## src/rtl/writeback_arbiter.sv

```systemverilog
// -----------------------------------------------------------------------------
// writeback_arbiter
//
// Shares the single register-file write port between the in-order pipeline
// writeback result and a long-latency execution unit (mul/div) that completes
// out of band. Pipeline writes always win. Long results are buffered in a small
// FIFO and drained into idle write slots. A starvation counter forces a
// one-cycle writeback stall when the buffer has not been drained for
// STARVE_LIMIT consecutive cycles.
//
// Parameters:
//   DEPTH         long-result FIFO entries (power of two, >= 2)
//   STARVE_LIMIT  non-draining cycles with FIFO non-empty before a forced stall
//
// Ports:
//   clk, rst_n                         clock, async active-low reset
//   RegWriteW/WriteAddressW/ResultW    pipeline writeback request
//   LongValid/LongAddress/LongData     long-unit result offer
//   LongReady                          long result accepted this cycle
//   ReadAddr1/2, PendingHit1/2         decode sources vs live buffered results
//   StallW                             pipeline must hold its writeback
//   RegWriteD/WriteAddressD/RegInDataD register-file write port
//
// Optional feature: define WB_ARB_BYPASS_EN to let a long result go straight
// to the write port when the FIFO is empty and the slot is idle.
// -----------------------------------------------------------------------------
module writeback_arbiter #(
  parameter int DEPTH        = 4,
  parameter int STARVE_LIMIT = 8
) (
  input  logic        clk,
  input  logic        rst_n,
  input  logic        RegWriteW,
  input  logic [4:0]  WriteAddressW,
  input  logic [31:0] ResultW,
  input  logic        LongValid,
  input  logic [4:0]  LongAddress,
  input  logic [31:0] LongData,
  output logic        LongReady,
  input  logic [4:0]  ReadAddr1,
  input  logic [4:0]  ReadAddr2,
  output logic        PendingHit1,
  output logic        PendingHit2,
  output logic        StallW,
  output logic        RegWriteD,
  output logic [4:0]  WriteAddressD,
  output logic [31:0] RegInDataD
);

  localparam int         AW    = $clog2(DEPTH);
  localparam logic [7:0] LIMIT = 8'(STARVE_LIMIT);

  logic [DEPTH-1:0] live;
  logic [4:0]       addr_mem [DEPTH];
  logic [31:0]      data_mem [DEPTH];
  logic [AW:0]      wptr, rptr;
  logic [AW-1:0]    head, tail;
  logic [7:0]       count;

  logic empty, full, hs, pipe_wr, pop, kill, enq, bypass;

  assign head  = rptr[AW-1:0];
  assign tail  = wptr[AW-1:0];
  assign empty = (wptr == rptr);
  // Extra pointer bit distinguishes full from empty when the indices match.
  assign full  = (wptr[AW] != rptr[AW]) && (tail == head);

  // Computed from the pre-pop state: a slot freed this cycle is offered next cycle.
  assign LongReady = rst_n & ~full;
  assign hs        = LongValid & LongReady;
  // A pipeline write to x0 is an idle slot.
  assign pipe_wr   = RegWriteW && (WriteAddressW != 5'd0);
  // Count only reaches the limit while the FIFO is non-empty, so a forced
  // stall always has a head to drain.
  assign StallW    = (count == LIMIT);

`ifdef WB_ARB_BYPASS_EN
  assign bypass = hs && (LongAddress != 5'd0) && empty && !StallW && !pipe_wr;
`else
  assign bypass = 1'b0;
`endif

  assign enq = hs && (LongAddress != 5'd0) && !bypass;

  // Write-port selection in priority order: forced drain, pipeline, drain, bypass.
  always_comb begin
    // NOTE: every output of this block gets a default first so no path infers a latch.
    RegWriteD     = 1'b0;
    WriteAddressD = WriteAddressW;
    RegInDataD    = ResultW;
    pop           = 1'b0;
    kill          = 1'b0;
    if (rst_n) begin
      if (StallW || (!pipe_wr && !empty)) begin
        if (!empty) begin
          pop           = 1'b1;
          RegWriteD     = live[head];   // a killed head is popped silently
          WriteAddressD = addr_mem[head];
          RegInDataD    = data_mem[head];
        end
      end else if (pipe_wr) begin
        RegWriteD = 1'b1;
        kill      = 1'b1;
      end else if (bypass) begin
        RegWriteD     = 1'b1;
        WriteAddressD = LongAddress;
        RegInDataD    = LongData;
      end
    end
  end

  // Pending hits cover live buffered entries and a result handshaking now.
  always_comb begin
    PendingHit1 = hs && (LongAddress == ReadAddr1);
    PendingHit2 = hs && (LongAddress == ReadAddr2);
    for (int i = 0; i < DEPTH; i++) begin
      if (live[i] && (addr_mem[i] == ReadAddr1)) PendingHit1 = 1'b1;
      if (live[i] && (addr_mem[i] == ReadAddr2)) PendingHit2 = 1'b1;
    end
    if (ReadAddr1 == 5'd0) PendingHit1 = 1'b0;
    if (ReadAddr2 == 5'd0) PendingHit2 = 1'b0;
  end

  // NOTE: payload storage has no reset; validity lives in the reset live bits,
  // so stale addr/data is never observed.
  always_ff @(posedge clk) begin
    if (enq) begin
      addr_mem[tail] <= LongAddress;
      data_mem[tail] <= LongData;
    end
  end

  // NOTE: sequential state uses non-blocking assignments so every update sees
  // pre-edge values. Statement order matters for live: pop and kill clear first,
  // then a same-cycle enqueue sets its slot, so the younger result survives.
  always_ff @(posedge clk or negedge rst_n) begin
    if (!rst_n) begin
      wptr  <= '0;
      rptr  <= '0;
      count <= '0;
      live  <= '0;
    end else begin
      if (pop) begin
        live[head] <= 1'b0;
        rptr       <= rptr + (AW+1)'(1);
      end
      if (kill) begin
        for (int i = 0; i < DEPTH; i++) begin
          if (addr_mem[i] == WriteAddressW) live[i] <= 1'b0;
        end
      end
      if (enq) begin
        live[tail] <= 1'b1;
        wptr       <= wptr + (AW+1)'(1);
      end
      if (empty || pop)        count <= '0;
      else if (count != 8'hFF) count <= count + 8'd1;
    end
  end

endmodule

```

## config.mk

```make
export PLATFORM = sky130hd
export DESIGN_NAME = writeback_arbiter
export DESIGN_NICKNAME = d
export VERILOG_FILES = /design/src/rtl/writeback_arbiter.sv
export SDC_FILE = /design/constraint.sdc
export NUM_CORES = 1
export LEC_CHECK = 0
export ABC_AREA = 0
export ABC_CLOCK_PERIOD_IN_PS = 3100
export CAP_MARGIN = 25
export CORE_MARGIN = 5
export CORE_UTILIZATION = 64
export CTS_BUF_LIST = sky130_fd_sc_hd__clkbuf_16
export DETAILED_ROUTE_END_ITERATION = 16
export DONT_BUFFER_PORTS = 1
export PLACE_DENSITY = 0.81
export SLEW_MARGIN = 0
export SYNTH_ARGS = -nofsm -noshare
export SYNTH_HDL_FRONTEND = slang
export SYNTH_SLANG_ARGS = --single-unit
```

## constraint.sdc

```tcl
create_clock -name clk -period 3.1 [get_ports clk]
set_clock_uncertainty 0.05 [all_clocks]
set_input_delay 0.62 -clock clk [delete_from_list [all_inputs] [get_ports clk]]
set_output_delay 0.62 -clock clk [all_outputs]
set_load 0.05 [all_outputs]
```

-- After elaboration in Yosys (flattened, before gate mapping)
Memories as Yosys holds them, arrays and structs flattened.
Index checks and enable logic that the tools add are counted.
- input port bits: 88
- output and inout bits: 42
- register bits: 18
- word-level logic and storage cells: 105
- memories: 2
- RAM bits: 148
- reductions and logical operators: 25
- order comparisons: 4
- add/sub/neg operators: 3
- equal/unequal tests: 19
- bitwise operators: 6
- mux-type cells: 42
- memories (memory ; words ; width ; rd ports ; clocked after memory_dff ; write ports ; RTL line ; text):
    data_mem ; 4 ; 32 ; 1 ; 0 ; 1 ; 55 ; logic [31:0] data_mem [DEPTH];
    addr_mem ; 4 ; 5 ; 5 ; 0 ; 1 ; 54 ; logic [4:0] addr_mem [DEPTH];
- operators by type and width (kind ; count):
    $mux 32 ; 3
    $eq 5x5->1 ; 14
    $mux 1 ; 28
    $logic_and 1x1->1 ; 16
    $mux 8 ; 2
    $mux 5 ; 3
    $mux 4 ; 3
    $logic_not 5->1 ; 2
    $reduce_bool 5->1 ; 2
    $add 8x1->8 const B ; 1
    $eq 8x4->1 const B ; 1
    $ne 8x8->1 const B ; 1
    $add 3x1->3 const B ; 2
    $lt 2x3->1 const B ; 2
    $and 4x4->4 ; 1
    $demux 1 s2 ; 2
    $ge 2x1->1 const B ; 2
    $not 4->4 ; 1
    $or 4x4->4 ; 1
    $eq 3x3->1 ; 1
    $and 1x1->1 ; 2
    $bmux 1 s2 ; 1
    $eq 2x2->1 ; 1
    $logic_not 1->1 ; 2
    4 further kinds ; 5

-- Logic depth before layout (Yosys ltp)
- depth in word-level cells: 12
- mapped depth: 7
- mapped depth without buffers: 6

-- Worst setup path after synthesis
No wires, ideal clock.
- path type: input to output
- start: input port WriteAddressW[1]
- end: output port RegInDataD[28]
- stages on the path: 6
- buffers on the path: 2
- path slack: 174 ps
- arrival time: 2256 ps
- data required time: 2430 ps
- cell sequence: clkbuf_1 > nor3_1 > nand2_1 > a311oi_4 > buf_6 > mux2_2
- cells in the longest elaborated chain, start to end: 7
- RTL lines (what ; RTL line ; text):
    start: declaration ; 34 ; input logic [4:0] WriteAddressW,
    $reduce_bool 5->1 ; 72 ; assign pipe_wr = RegWriteW && (WriteAddressW != 5'd0);
    $logic_and 1x1->1 ; 72 ;
    $logic_not 1->1 ; 94 ; if (StallW || (!pipe_wr && !empty)) begin
    $logic_and 1x1->1 ; 94 ;
    $logic_or 1x1->1 ; 94 ;
    $mux 32 ; 94 ;
    $mux 32 ; 93 ; if (rst_n) begin
    end: declaration ; 47 ; output logic [31:0] RegInDataD
No other way between the ends.

-- Worst setup path after layout
- start: register count[4]
- end: output port RegInDataD[14]
- cells in the longest elaborated chain, start to end: 4
- RTL lines (what ; RTL line ; text):
    start: declaration ; 58 ; logic [7:0] count;
    start signal: assignment ; 157 ; else if (count != 8'hFF) count <= count + 8'd1;
    $eq 8x4->1 ; 75 ; assign StallW = (count == LIMIT);
    $logic_or 1x1->1 ; 94 ;
    $mux 32 ; 94 ;
    $mux 32 ; 93 ;
No other way between the ends.

==> impl_metrics.toml <==
[placed_design]
gp_congestion = 0.847
io_buffers = 0
dpl.hpwl_um = 10200
place_inst = 599

[clock_network]
cts.reportedPaths.clkPinSlew_ps = 60
clock-sinks = 166
htree_levels = 4
clkLatencyLatePin_ps = 410
numCtsBuffers = 17
cts_tree = "built"
clock_path_buffers = 2
cts-root-buf = "clkbuf_16"

[floorplan]
die_x_um = 120
core_area_mm2 = 0.0120
io_pins = 130
dieHeight_um = 120
die-area_mm2 = 0.0145
row_count = 40
initial_core_util_pct = 65.1

[worst_setup_path]
endpoint_kind = "output port"
critical_path_class = "reg -> out"
path_max_fanout = 8
critPathArrivalTime_ps = 2430
cp-start-kind = "flip-flop"
worstPathRequired_ps = 2430
reg2reg_depth = 6

[synthesis]
syn_inst = 470
synth_cell_type_count = 38
syn_nets = 568
avgSynthCellArea_um2 = 16.6
synthesis.area_mm2 = 0.00778
synth_seq_cells = 166
yosys_warnings = 0
synth-seq-area-share_pct = 62.9

[sta]
drv_slew = 0
fmax_mhz = 323
hold_violations = 0
hold-worst-slack_ps = 244
fin_crit_sh_pct = 99.8
period_minus_slack_ps = 3100
setup-violations-final = 0
rsz0062_at_grt = "true"
max-slew-margin-rel_pct = 43.3
worst_pin_slew_ps = 848

[layout]
finalNetCount = 585
finalCoreUtilization_pct = 75.1
diodes = 0
final_cell_mix = "148 x edfxtp_1, 49 x xor2_1, 38 x mux4_2"
syn_to_final_growth_pct = 15.4
layoutNonFillerInstCount = 647
layout_commonest_cell = "edfxtp_1"
fillCellCount = 688
layout-drive-gt1-share_pct = 29.8

[power_and_ir_drop]
switchingPower_mw = 2.66
vdd_drop_max_mv = 0.644
clkPwrFrac_pct = 27.7
p_sw_share_pct = 33.4
p_int_mw = 5.31
p_leak_nw = 3.16
power_mw = 7.97
p_comb_share_pct = 35.1
p_seq_share_pct = 37.2
power_density_mw_per_mm2 = 887

[hold_path]
whs_path_depth = 0
worst_hold_path_type = "in -> reg"

[route]
antenna_left = 0
drt_iter0_markers = 320
drc_errors = 0
wirelength_um = 16700
via_per_inst = 6.45
vias = 4175
dr.pass1.iters = 5
wl_per_cell_um = 25.8

[flow_run]
maxCapViolations = 0

[grt]
grt_max_degree = 42
track_usage_pct = 23.6
grt_pass1_wl_um = 25300
antenna_found_initial = 0
first_global_vias = 4499
grt_overflow = 0

[status]
status = "complete, no violations"
## metrics by stage
step	setup TNS [ps]	worst slack (ps)	instance area [µm²]
after detailed placement	0	308	7980
after CTS	0	8.29	8900
after floorplan	0	174	7780
after global routing	-1760	-66.6	8980
after global placement	0	349	7980
final	0	5.00	8980
## cell families after synthesis
logic type / count (synthesis) / synth area share [%]
AOI/OAI and AO/OA: 15 / 1.66
xor gates and xnor gates: 82 / 9.23
adders and majority gates: 10 / 1.61
buffers and inverters: 38 / 2.27
DFF: 166 / 62.9
muxes: 77 / 16.6
and+or+nand+nor: 82 / 5.77
## metal layers
| layer | share of wire, % | vias to the layer above | global-route usage [%] |
|---|---|---|---|
| met2 | 51 | 175 | 39.5 |
| met5 | 0 | - | 0 |
| met1 | 38 | 2141 | 30.0 |
| met3 | 8.0 | 29 | 6.83 |
| li1 | - | 1830 | - |
| met4 | 2.1 | 0 | 8.07 |
## flip-flops by register name, indices dropped and copies added (netlist names)
signal	count
live	4
addr_mem	20
wptr	3
count	8
rptr	3
data_mem	128
## power groups by stage
stage / clock [mW] / combinational, mW / sequential [mW]
after detailed placement: 0 / 2.47 / 3.00
after CTS: 2.24 / 2.76 / 2.96
after floorplan: 0 / 2.08 / 2.95
after global routing: 2.35 / 2.94 / 2.99
after global placement: 0 / 2.44 / 2.98
final: 2.21 / 2.79 / 2.96
## critical path, cell delays in order (launching register included)
cell	delay, ps
dfrtp_1	420
nor4_4	320
nand4b_4	160
a311oi_4	340
buf_6	200
buf_12	150
mux2_4	400
## area by class of cell
| type | count | area, µm² | area share (%) |
|---|---|---|---|
| multi-input combinational | 266 | 2880 | 32.0 |
| inverter | 8 | 30.0 | 0.334 |
| clock inverter | 15 | 204 | 2.27 |
| timing repair buffer | 28 | 363 | 4.04 |
| sequential | 166 | 4900 | 54.5 |
| clock buffer | 17 | 425 | 4.74 |
| tap | 147 | 184 | 2.05 |
## worst paths after layout
path / from / to / slack (ps)
setup / recovery: count[4] / RegInDataD[14] / 5
hold / removal: LongData[3] / data_mem[3][3] / 240
setup reg to reg: wptr[0] / live[0] / 500
hold reg to reg: rptr[2] / rptr[2] / 480
max in group asynchronous: rst_n / rptr[1] / 1710
min in group asynchronous: rst_n / count[6] / 700
## repair_timing
item,4_1_cts,5_1_grt
hold buffers,1,0
hold endpoints to repair,18,0
gates resized for setup,42,6
gates cloned,2,2
setup buffers,7,6
pin swaps,3,3
setup endpoints to repair,37,39
## cell usage after synthesis
| library cell | count | share of area [%] |
|---|---|---|
| a31o_1 | 4 | 0.45 |
| nor2b_1 | 1 | 0.080 |
| and3_1 | 2 | 0.16 |
| o21ai_2 | 1 | 0.11 |
| nand4b_2 | 1 | 0.19 |
| dfrtp_1 | 18 | 5.8 |
| ha_1 | 10 | 1.6 |
| and2_1 | 5 | 0.40 |
| nor4_1 | 10 | 0.80 |
| nand2_4 | 1 | 0.14 |
| o21ai_0 | 2 | 0.13 |
| inv_1 | 8 | 0.39 |
| a211oi_1 | 1 | 0.096 |
| nand4_1 | 2 | 0.16 |
| mux4_2 | 38 | 11 |
| xnor2_1 | 33 | 3.7 |
| edfxtp_1 | 148 | 57 |
| nor3_1 | 8 | 0.51 |
| nand3_1 | 20 | 1.3 |
| xor2_1 | 49 | 5.5 |
| nor2_1 | 15 | 0.72 |
| or4_1 | 2 | 0.19 |
| buf_2 | 2 | 0.13 |
| clkbuf_2 | 1 | 0.064 |
| clkbuf_1 | 18 | 0.87 |
| a311oi_4 | 1 | 0.34 |
| o22a_1 | 2 | 0.23 |
| and3_2 | 3 | 0.29 |
| nor4_2 | 1 | 0.16 |
| and4_1 | 1 | 0.11 |
| nand2_1 | 8 | 0.39 |
| buf_6 | 4 | 0.58 |
| nand2b_1 | 2 | 0.16 |
| buf_1 | 5 | 0.24 |
| o311ai_0 | 1 | 0.11 |
| mux2i_1 | 2 | 0.26 |
| mux2_2 | 37 | 5.4 |
| a21oi_1 | 3 | 0.19 |
Note: power is estimated with default switching activity, not from simulation.
